$ cat src/rtl/per_transmissor.sv
// Peripheral-to-CPU transmitter: producer FIFO drained by a three-state send/ack FSM.
// Optional feature macro: PER_TX_ACK_SYNC_EN adds a two-flop synchronizer on per_tx_ack.
module per_transmissor #(
  parameter int DATA_W     = 4,
  parameter int FIFO_DEPTH = 4
) (
  input  logic                          per_clock,
  input  logic                          per_reset,
  input  logic                          per_wr_en,
  input  logic [DATA_W-1:0]             per_wr_dados,
  output logic                          per_full,
  output logic                          per_vazio,
  output logic [$clog2(FIFO_DEPTH):0]   per_nivel,
  output logic                          per_overflow,
  output logic                          per_tx_send,
  output logic [DATA_W-1:0]             per_tx_dados,
  input  logic                          per_tx_ack,
  output logic [7:0]                    per_tx_enviados
);

  localparam int PW = $clog2(FIFO_DEPTH);
  localparam int CW = PW + 1;

  // Handshake: per_tx_send high means per_tx_dados is valid and stable; the CPU
  // raises ack to accept, send drops, and the next word waits until ack drops.
  typedef enum logic [1:0] {OCIOSO = 2'd0, ENVIA = 2'd1, LIBERA = 2'd2} estado_t;
  estado_t estado, prox_estado;

  logic              ack_s;
  logic              pop, conta, push_ok;
  logic [DATA_W-1:0] mem [FIFO_DEPTH];
  logic [PW-1:0]     rd_ptr, wr_ptr;
  logic [CW-1:0]     count;

`ifdef PER_TX_ACK_SYNC_EN
  logic [1:0] ack_sync;
  always_ff @(posedge per_clock or negedge per_reset) begin
    if (!per_reset) ack_sync <= 2'b00;
    else            ack_sync <= {ack_sync[0], per_tx_ack};
  end
  assign ack_s = ack_sync[1];
`else
  assign ack_s = per_tx_ack;
`endif

  assign per_full    = (count == CW'(FIFO_DEPTH));
  assign per_vazio   = (count == '0);
  assign per_nivel   = count;
  assign per_tx_send = (estado == ENVIA);

  // A push at full still fits when the FSM frees a slot on the same edge.
  assign push_ok = per_wr_en && (!per_full || pop);

  always_ff @(posedge per_clock or negedge per_reset) begin
    if (!per_reset) begin
      rd_ptr       <= '0;
      wr_ptr       <= '0;
      count        <= '0;
      per_overflow <= 1'b0;
    end else begin
      if (push_ok) wr_ptr <= wr_ptr + PW'(1);
      if (pop)     rd_ptr <= rd_ptr + PW'(1);
      case ({push_ok, pop})
        2'b10:   count <= count + CW'(1);
        2'b01:   count <= count - CW'(1);
        default: count <= count;
      endcase
      if (per_wr_en && !push_ok) per_overflow <= 1'b1;
    end
  end

  always_ff @(posedge per_clock) begin
    if (push_ok) mem[wr_ptr] <= per_wr_dados;
  end

  always_ff @(posedge per_clock or negedge per_reset) begin
    if (!per_reset) estado <= OCIOSO;
    else            estado <= prox_estado;
  end

  always_comb begin
    prox_estado = estado;
    case (estado)
      OCIOSO:  if (!per_vazio && !ack_s) prox_estado = ENVIA;
      ENVIA:   if (ack_s)                prox_estado = LIBERA;
      LIBERA:  if (!ack_s)               prox_estado = OCIOSO;
      default:                           prox_estado = OCIOSO;
    endcase
  end

  always_comb begin
    pop   = 1'b0;
    conta = 1'b0;
    case (estado)
      OCIOSO:  pop   = !per_vazio && !ack_s;
      ENVIA:   conta = ack_s;
      default: ;
    endcase
  end

  // per_tx_dados keeps the last word after the handshake; it is never zeroed by the FSM.
  always_ff @(posedge per_clock or negedge per_reset) begin
    if (!per_reset) begin
      per_tx_dados    <= '0;
      per_tx_enviados <= '0;
    end else begin
      if (pop)   per_tx_dados    <= mem[rd_ptr];
      if (conta) per_tx_enviados <= per_tx_enviados + 8'd1;
    end
  end

endmodule

$ cat config.mk
export PLATFORM = sky130hd
export DESIGN_NAME = per_transmissor
export DESIGN_NICKNAME = d
export VERILOG_FILES = /design/src/rtl/per_transmissor.sv
export SDC_FILE = /design/constraint.sdc
export NUM_CORES = 1
export LEC_CHECK = 0
export ABC_AREA = 1
export CAP_MARGIN = 20
export CORE_MARGIN = 2
export CORE_UTILIZATION = 35
export CTS_CLUSTER_SIZE = 30
export DETAILED_ROUTE_END_ITERATION = 7
export PLACE_DENSITY_LB_ADDON = 0.25
export SLEW_MARGIN = 20
export SYNTH_ARGS = -nofsm -noshare
export SYNTH_HDL_FRONTEND = slang
export SYNTH_SLANG_ARGS = --single-unit
$ cat constraint.sdc
create_clock -name per_clock -period 2.05 [get_ports per_clock]
set_input_delay 0.41 -clock per_clock [delete_from_list [all_inputs] [get_ports per_clock]]
set_output_delay 0.41 -clock per_clock [all_outputs]
set_load 0.03 [all_outputs]
==> results.txt <==
----------------------------------------------------
[Power]
  Fraction of power consumed by sequential logic ... 36.3%
  Total power divided by cell area ... about 1500 nW/um^2
  Switch Pwr ... between 0.001 and 0.0015 W
  Internal ... 0.00203 W
  Switching Share ... 41.3%
  Clock network fraction of total power ... a little under a fifth
  Combinational fraction of design power ... 45.6%
  Leakage ... 0.985 nW
  Peak supply drop ... roughly 0.5 mV

[Synth]
  Top area cells in the synthesized netlist ... sky130_fd_sc_hd__dfrtp_1 (31%), sky130_fd_sc_hd__edfxtp_1 (27%), sky130_fd_sc_hd__nor2_1 (6.2%)
  Post-Synthesis Cell Area ... 1750 um^2
  Most used standard cell by instance count after synthesis ... sky130_fd_sc_hd__nor2_1
  Warnings, synthesis ... 0
  Cell accounting for the most synthesized area ... sky130_fd_sc_hd__dfrtp_1
  Count of distinct cell types in the synthesized netlist ... 27
  Average instance area after synthesis ... 11.1 um^2
  Net count of the mapped netlist ... 172
  Portion of the post-synthesis area used by sequential elements ... between 50 and 60%
  Commonest cells post-synth ... sky130_fd_sc_hd__nor2_1 (29), sky130_fd_sc_hd__dfrtp_1 (22), sky130_fd_sc_hd__inv_1 (20)
  Area fraction of the dominant cell type after synthesis ... a little under a third
  Synth async-reset ratio ... 57.9%
  Cell count after synthesis ... 158
  Ys flop type ... sky130_fd_sc_hd__dfrtp_1
  Count of flip-flops with a built-in enable after synthesis ... 16
  Post-synthesis sequential element count ... 38

[Placed design]
  Cell area after placement ... 2150 um^2
  Gp weighted congestion ... 0.923
  Worst Setup Slack post-DPL ... a little over 0.04 ns
  HPWL after DPL ... ~2.4 mm
  Number of buffers added on ports ... 26

[Clocking]
  Clock tree from TritonCTS ... yes
  Worst-Skew Late Latency ... 0.29 ns
  Deepest level of the CTS H-tree ... 2
  Post CTS Setup Buffer Count ... 0
  Clock root buffer ... sky130_fd_sc_hd__clkbuf_8
  Post-CTS clock slew at the launch and capture registers of the worst setup and hold paths ... 0.07 ns
  TritonCTS buffer count ... 5
  Sinks on Clock Net ... 38
  CTS max path bufs ... 2

[Worst setup path]
  Max FO, Critical Path ... 4
  Reg2Reg Launch Point ... per_nivel[2]
  Worst EP required ... ~1.6 ns
  Category of the most critical setup path ... flip-flop to primary output
  Endpoint class of the critical path ... primary output
  CP Data Arrival Time ... 1.48 ns
  Endpoint of the lowest-slack register-to-register path ... per_nivel[2]
  FF-to-FF path depth ... 9
  CP Capture Point ... per_full
  Type of element launching the critical path ... flip-flop
  Minimum setup slack among reg-to-reg paths ... 0.38 ns
  Crit path launch ... per_nivel[0]

[Floorplanning]
  Starting density of the core ... 36.6%
  Floorplan die height ... 74.8 um
  Floorplan die area ... 5590 um^2
  Width of the die ... about 75 um
  Number of standard-cell rows in the floorplan ... 25
  Boundary Pins ... 27
  Total core area ... between 4000 and 5000 um^2

[Timing]
  Total Neg Setup Slack ... 0 ns
  Worst Hold Slack ... 0.467 ns
  Min cycle time layout ... approximately 1.9 ns
  Maximum frequency from static timing analysis ... 530 MHz
  Clock Skews ... 0.00313 ns
  Slack of the critical path ... 0.162 ns
  Headroom to the max-slew limit ... 74.3%
  Unrepaired setup endpoints after global routing ... false
  Worst slew pin tran ... 0.384 ns
  Final worst path period share ... 92.1%
  Max-slew violation count ... 0
  Final number of setup-violating endpoints ... 0
  Count of final hold-check violations ... 0

[Global routing]
  Wire length of the first global-routing pass ... 5.44 mm
  Via count of the first global-routing pass ... 1,190
  GRT Overall Usage ... 13.1%
  Number of antenna violations at the first check in global routing ... 0
  Final global-route overflow total ... 0
  Pin count of the biggest net entering global routing ... 23

[Outcome]
  Run status ... complete, no violations

[Finish]
  Share of cells above drive strength 1 ... 19.6%
  Post-route cell area ... 2260 um^2
  Antenna diodes ... 0
  Layout overhead on the synthesized area ... 29.1%
  Total Nets Final ... 212

[Drt]
  Vias ... ~1,100
  Detailed-route DRC error count ... 0
  Number of antenna-violating nets in the routed design ... 0
  Mean routed wirelength per cell ... 11.7 um
  Sum of routed wire length over all layers ... 3.10 mm
  First drt pass iteration count ... 4
  Initial drt markers ... 27
  Routed via count divided by cell count ... 4.32

[Min path]
  Hold Crit Class ... primary input to async pin

[Job]
  Number of maximum-capacitance violations ... 0

----------------------------------------------------
==> sequential cells by signal (all words and copies together) (netlist names) <==
signal	flops
per_tx_enviados	8
estado	2
rd_ptr	2
wr_ptr	2
per_overflow	1
per_tx_dados	4
mem	16
per_nivel	3
==> worst min-delay path by stage <==
stage | start | end | cells after the start
2_1_floorplan | per_reset | estado[0] | 0
3_3_place_gp | per_overflow | per_overflow | 1
3_5_place_dp | per_overflow | per_overflow | 1
4_1_cts | per_reset | per_nivel[1] | 2
5_1_grt | per_reset | per_nivel[1] | 2
6_report | per_reset | per_tx_enviados[1] | 2
==> critical path: stages (launching register included) <==
cell                            delay (ns)
sky130_fd_sc_hd__dfrtp_1              0.42
sky130_fd_sc_hd__inv_2                0.11
sky130_fd_sc_hd__nand3_2              0.15
sky130_fd_sc_hd__inv_1                0.11
sky130_fd_sc_hd__dlygate4sd2_1        0.40
==> cells by family after synthesis <==
logic type / Yosys count / share of synthesized area (%)
and+or+nand+nor: 61 / 19.7
adders and majority gates: 6 / 4.71
AOI/OAI and AO/OA: 17 / 6.00
DFF: 38 / 58.8
xor gates and xnor gates: 9 / 4.50
muxes: 1 / 0.642
buffers and inverters: 26 / 5.64
==> power by group through the flow <==
stage	logic (W)	registers, W	clock network [W]
floorplan	0.000843	0.00147	0
global placement	0.00157	0.00126	0
detailed placement	0.00162	0.00127	0
CTS	0.00160	0.00126	0.000652
global route	0.00177	0.00130	0.000681
finish	0.00158	0.00126	0.000629
==> placed cells by master (no fill, tap or decap) <==
cell	Yosys	final
sky130_fd_sc_hd__buf_4	0	8
sky130_fd_sc_hd__bufinv_16	0	1
sky130_fd_sc_hd__nor3_4	1	1
sky130_fd_sc_hd__nand4_1	2	2
sky130_fd_sc_hd__nand3_1	5	5
sky130_fd_sc_hd__xnor2_1	4	4
sky130_fd_sc_hd__nor2_1	29	29
sky130_fd_sc_hd__nand2_1	10	10
sky130_fd_sc_hd__ha_1	5	5
sky130_fd_sc_hd__nand2_2	3	3
sky130_fd_sc_hd__nor2_2	1	1
sky130_fd_sc_hd__dfrtp_1	22	22
sky130_fd_sc_hd__edfxtp_1	16	16
sky130_fd_sc_hd__clkinvlp_4	0	2
sky130_fd_sc_hd__a31o_2	1	1
sky130_fd_sc_hd__nor2_8	1	1
sky130_fd_sc_hd__inv_2	5	5
sky130_fd_sc_hd__xor2_1	5	5
sky130_fd_sc_hd__o21ai_1	1	1
sky130_fd_sc_hd__nand3_2	6	6
sky130_fd_sc_hd__o21ai_0	9	9
sky130_fd_sc_hd__mux2_2	1	1
sky130_fd_sc_hd__a21oi_1	1	1
sky130_fd_sc_hd__clkdlybuf4s50_1	0	23
sky130_fd_sc_hd__nand3_4	1	1
sky130_fd_sc_hd__clkbuf_8	0	5
sky130_fd_sc_hd__dlygate4sd2_1	0	3
sky130_fd_sc_hd__fa_1	1	1
sky130_fd_sc_hd__a31oi_1	4	4
sky130_fd_sc_hd__nor2_4	2	2
sky130_fd_sc_hd__inv_1	20	20
sky130_fd_sc_hd__o21ai_4	1	1
==> stage by stage <==
stage	util [%]	std cells	total power [W]
2_1_floorplan	-	158	0.00231
3_3_place_gp	45.0	258	0.00283
3_5_place_dp	45.0	258	0.00289
4_1_cts	47.3	266	0.00351
5_1_grt	47.3	266	0.00374
6_report	47.3	266	0.00346
==> area by class of cell <==
type,count,area [um^2]
Clock buffer,5,68.8
Clock inverter,3,45.0
Fill cell,453,2520
Inverter,25,93.8
Multi-Input combinational cell,94,623
Sequential cell,38,1030
Tap cell,67,83.8
Timing Repair Buffer,34,317
==> per-layer routing <==
metal  vias up  wire length (um)  part of all wire, %  GRT usage [%]
met5         -                 0                    0              0
met4         0                61                  2.0           6.35
met3         5               130                  4.2           3.75
met2        22              1510                   49           21.1
met1       528              1390                   45           16.2
li1        594                 -                    -              -
==> timing repair <==
| action | CTS | global route |
|---|---|---|
| hold buffers | 0 | 0 |
| setup endpoints to repair | 3 | 0 |
| resized for setup | 3 | 0 |
(Power assumes the default switching activity.)
